`config.mk`:
```
export PLATFORM = sky130hd
export DESIGN_NAME = jam_cost_table
export DESIGN_NICKNAME = d
export VERILOG_FILES = /design/src/rtl/jam_cost_pkg.sv /design/src/rtl/jam_cost_table_loader.sv /design/src/rtl/jam_cost_table.sv
export SDC_FILE = /design/constraint.sdc
export NUM_CORES = 1
export LEC_CHECK = 0
export CORE_MARGIN = 1.5
export CORE_UTILIZATION = 50
export CTS_CLUSTER_DIAMETER = 60
export DETAILED_ROUTE_END_ITERATION = 8
export PLACE_DENSITY = 0.67
export SLEW_MARGIN = 0
export SYNTH_ARGS = -nofsm -noshare
export SYNTH_HDL_FRONTEND = slang
export SYNTH_SLANG_ARGS = --single-unit
export TNS_END_PERCENT = 5
```
`constraint.sdc`:
```
create_clock -name CLK -period 6.5 [get_ports CLK]
set_input_delay 1.3 -clock CLK [delete_from_list [all_inputs] [get_ports CLK]]
set_output_delay 1.3 -clock CLK [all_outputs]
set_load 0.005 [all_outputs]
```
`src/rtl/jam_cost_pkg.sv`:
```
// Shared constants and state encoding for the JAM cost-matrix responder.
package jam_cost_pkg;

    localparam int unsigned WORKERS = 8;
    localparam int unsigned COST_W  = 7;
    localparam int unsigned TOTAL_W = 13;
    localparam int unsigned IDX_W   = 6;

    localparam logic [IDX_W-1:0] LAST_IDX = '1;

    typedef enum logic [2:0] {
        ST_IDLE  = 3'd0,
        ST_LOAD  = 3'd1,
        ST_HOLD  = 3'd2,
        ST_SERVE = 3'd3,
        ST_ERR   = 3'd4
    } state_e;

endpackage

```
`src/rtl/jam_cost_table_loader.sv`:
```
// Load sequencer: FSM, beat index, framing check and running cost total.
module jam_cost_loader
    import jam_cost_pkg::*;
(
    input  logic               CLK,
    input  logic               RST,
    input  logic               in_valid,
    input  logic               in_last,
    input  logic [COST_W-1:0]  in_data,
    output logic               in_ready,
    output logic               wr_en_o,
    output logic [IDX_W-1:0]   wr_idx_o,
    output logic               serve_o,
    output logic               JAM_RST,
    output logic               Table_Ready,
    output logic               Load_Err,
    output logic [TOTAL_W-1:0] Total
);

    state_e             state_q, state_d;
    logic [IDX_W-1:0]   idx_q, idx_d;
    logic [TOTAL_W-1:0] total_q, total_d;
    logic               accept;

    always_comb begin
        state_d  = state_q;
        idx_d    = idx_q;
        total_d  = total_q;
        in_ready = 1'b0;
        accept   = 1'b0;
        case (state_q)
            ST_IDLE, ST_LOAD: begin
                in_ready = 1'b1;
                if (in_valid) begin
                    accept  = 1'b1;
                    idx_d   = idx_q + 1'b1;
                    total_d = total_q + TOTAL_W'(in_data);
                    // The offending beat is still written; only the state reacts.
                    if (idx_q == LAST_IDX)
                        state_d = in_last ? ST_HOLD : ST_ERR;
                    else
                        state_d = in_last ? ST_ERR : ST_LOAD;
                end
            end
            ST_HOLD: state_d = ST_SERVE;
            default: state_d = state_q;
        endcase
    end

    always_ff @(posedge CLK) begin
        if (RST) begin
            state_q <= ST_IDLE;
            idx_q   <= '0;
            total_q <= '0;
        end else begin
            state_q <= state_d;
            idx_q   <= idx_d;
            total_q <= total_d;
        end
    end

    assign wr_en_o     = accept & ~RST;
    assign wr_idx_o    = idx_q;
    assign serve_o     = (state_q == ST_SERVE);
    assign JAM_RST     = (state_q != ST_SERVE);
    assign Table_Ready = (state_q == ST_SERVE);
    assign Load_Err    = (state_q == ST_ERR);
    assign Total       = total_q;

endmodule

```
`src/rtl/jam_cost_table.sv`:
```
// 8x8 cost table for the JAM engine: streamed load, zero-latency masked lookup.
module jam_cost_table
    import jam_cost_pkg::*;
(
    input  logic               CLK,
    input  logic               RST,
    input  logic               in_valid,
    output logic               in_ready,
    input  logic [COST_W-1:0]  in_data,
    input  logic               in_last,
    input  logic [2:0]         W,
    input  logic [2:0]         J,
    output logic [COST_W-1:0]  Cost,
    output logic               JAM_RST,
    output logic               Table_Ready,
    output logic               Load_Err,
    output logic [TOTAL_W-1:0] Total
);

    logic               wr_en;
    logic [IDX_W-1:0]   wr_idx;
    logic               serve;
    logic [COST_W-1:0]  tbl_q [WORKERS*WORKERS];

    jam_cost_loader u_loader (
        .CLK         (CLK),
        .RST         (RST),
        .in_valid    (in_valid),
        .in_last     (in_last),
        .in_data     (in_data),
        .in_ready    (in_ready),
        .wr_en_o     (wr_en),
        .wr_idx_o    (wr_idx),
        .serve_o     (serve),
        .JAM_RST     (JAM_RST),
        .Table_Ready (Table_Ready),
        .Load_Err    (Load_Err),
        .Total       (Total)
    );

    // Contents are deliberately unreset; the SERVE mask below hides stale data.
    always_ff @(posedge CLK) begin
        if (wr_en)
            tbl_q[wr_idx] <= in_data;
    end

    assign Cost = serve ? tbl_q[{W, J}] : '0;

endmodule

```
==> flow_summary.yaml <==
place:
  dp_hpwl_mm: 26.6
  portBuffers: 40
  gp_congestion: 0.898
  dp.cells: 1464
  placed_area_um2: 19600
job:
  cap_viol_max_count: 0
setup_path:
  r2r-start: "u_loader.state_q[1]$_SDFFE_PP0P_"
  ff2ff_path_depth: 5
  cp_max_fo: 54
  crit_arrival_ns: 4.17
  setup.worst_path.start: "J[0]"
  endpoint_kind: "output pin"
  start_kind: "input pin"
  cp.required_ns: 5.20
  cp-endpoint: "Cost[4]"
  timing.rr.end: "tbl_q[50][1]$_DFFE_PP_"
  crit_type: "in2out"
  regToRegSetupSlack_ns: 3.51
yosys:
  synth.most_common_cell: "edfxtp_1"
  synth_fp_nets: 1011
  yosys.area_share.simple_pct: 5.12
  yosysWarnings: 0
  yosysUniqueCellTypes: 52
  yosys.area_share.adder_pct: 0.774
  synth.area.mux_share_pct: 14.0
  ys_ff_latch: 470
  synthCells: 983
  synth_top_cell_area_share_pct: 71.8
  synth_compound_area_share_pct: 3.76
  ys_seq_area_share_pct: 74.1
  synth_largest_area_cell: "edfxtp_1"
  synth_flop_cell: "edfxtp_1"
  synthXorXnorAreaFrac_pct: 0.420
  syn_area_per_cell_um2: 19.1
  netlist_area_um2: 18700
  synthTopCellsByArea: "edfxtp_1, mux4_2, dfxtp_1, mux4_1, nor2_1"
  synth_top_family_by_area: "multiplexers"
  synth_edf_count: 448
  async_flop_share_pct: 0
  synth_common_cells: "edfxtp_1, mux4_2, nor2_1, nand2_1"
floorplan:
  row_count: 70
  die_w_um: 197
  die_h_um: 197
  pin_count: 41
  start_util_pct: 51.0
  dieArea_um2: 38700
  core_region_area_um2: 36800
finish:
  final_cells: 1549
  fillers: 2740
  diodes: 0
  drive_gt1_share_pct: 19.3
  final_nets: 1074
  area_growth_pct: 12.4
  stdcell_area_um2: 21100
clocking:
  clock_sinks: 470
  cts_tree: "built"
  cts_buffer_depth: 3
  post_cts_buffers: 0
  hold_buffers: 0
  ctsResizeCount: 0
  path_clk_slew_ns: 0.06
  cts-root-buf: "clkbuf_16"
  numCtsBuffers: 48
  clk_latency_ns: 0.55
  htree_levels: 2
route:
  drt_iter0_drc: 1072
  vias: 9668
  postRouteWirelength_mm: 43.0
  drc: 0
  dr.pass1.iters: 5
  wl_per_cell_um: 27.8
  viasPerCell: 6.24
  ant_nets: 0
power:
  total_power_mw: 6.26
  p_leak_nw: 6.68
  ir_drop_mv: 0.196
  power_density_nw_per_um2: 297
timing:
  clock_skew_ns: 0.0150
  fin_crit_ns: 5.47
  slew_viol_final: 0
  setup-violations-final: 0
  rsz0062_at_grt: "false"
  hold_viol: 0
  worst_pin_slew_ns: 1.26
  slew_headroom_pct: 15.9
  fmax_ghz: 0.183
  fin_setup_tns_ns: 0
  fin_crit_sh_pct: 84.1
  fin_hold_ws_ns: 0.477
global_route:
  grt_pass1_vias: 9722
  antenna_found_initial: 0
  grt.total_usage_pct: 23.0
  overflow: 0
  grt_pass1_wl_mm: 64.0
  grt_max_degree: 67
status:
  status: "completed"
min_path:
  hp-start: "u_loader.Total[0]$_SDFFE_PP0P_"
  hold_class: "reg2reg"
sequential cells by signal, indices dropped and copies added (netlist names):
signal	flops
u_loader.Total	13
u_loader.state_q	3
u_loader.wr_idx_o	6
tbl_q	448
critical path, cell delays in order:
cell,delay [ns]
buf_4,0.70
nor2b_1,0.91
a22oi_1,0.16
a21oi_1,0.28
or3_1,0.21
clkdlybuf4s50_1,0.54
final cells by class:
class / instances / area (um^2) / area share (%)
Multi-Input combinational cell: 451 / 4520 / 21.5
Timing Repair Buffer: 64 / 557 / 2.64
Inverter: 11 / 41.3 / 0.196
Sequential cell: 470 / 13900 / 65.9
Clock inverter: 24 / 183 / 0.867
Tap cell: 468 / 586 / 2.78
Clock buffer: 61 / 1290 / 6.13
cells in the final DEF, fill, tap and decap left out, drive strengths merged, types with 4 or more instances in the layout:
cell type      count
edfxtp           448
mux4             104
nor2              77
clkbuf            61
buf               36
nand2             28
clkdlybuf4s50     28
o22ai             25
nor3              25
dfxtp             22
mux2i             20
a22oi             20
clkinv            20
nand3             16
a21oi             15
inv               11
ha                10
nor2b              9
or3                9
o21ai              9
or2                8
xor2               8
a31oi              7
nand3b             6
nand2b             6
o211ai             5
a22o               4
a211oi             4
nor3b              4
cells by family (layout without fill, tap and decap cells):
group,after synthesis,after routing
flip-flops,470,470
AND/OR/NAND/NOR,200,200
multiplexers,127,127
AO/OA/AOI/OAI,104,104
buffers and inverters,62,160
adder cells (fa/ha/maj),11,11
XOR/XNOR,9,9
power by group:
part           internal [mW]  switching, mW  leakage (nW)
logic                  0.120          0.196          1.75
registers               3.33        0.00945          4.21
clock network           1.51           1.09         0.723
metal layers:
metal / share of wire, % / wire (um) / GRT usage (%)
met5: 0 / 0 / 0
met4: 2.6 / 1110 / 6.28
met3: 8.0 / 3430 / 3.85
met2: 47 / 20200 / 36.0
met1: 43 / 18300 / 34.0
per-stage QoR:
| step | util (%) | setup WS (ns) |
|---|---|---|
| after floorplan | - | 2.42 |
| after global placement | 53.3 | 1.04 |
| after detailed placement | 53.3 | 0.963 |
| after CTS | 57.3 | 0.955 |
| after global routing | 57.3 | 0.842 |
| final | 57.3 | 1.03 |
worst min path at each step:
stage,slack (ns),cells after the start,endpoint
after global placement,0.46,2,u_loader.Total[3]$_SDFFE_PP0P_
after CTS,0.48,2,u_loader.Total[0]$_SDFFE_PP0P_
final,0.48,2,u_loader.Total[0]$_SDFFE_PP0P_
after global routing,0.51,2,u_loader.Total[5]$_SDFFE_PP0P_
after detailed placement,0.47,2,u_loader.Total[3]$_SDFFE_PP0P_
after floorplan,0.46,2,u_loader.Total[4]$_SDFFE_PP0P_
Note: power is estimated with default switching activity, not from simulation.
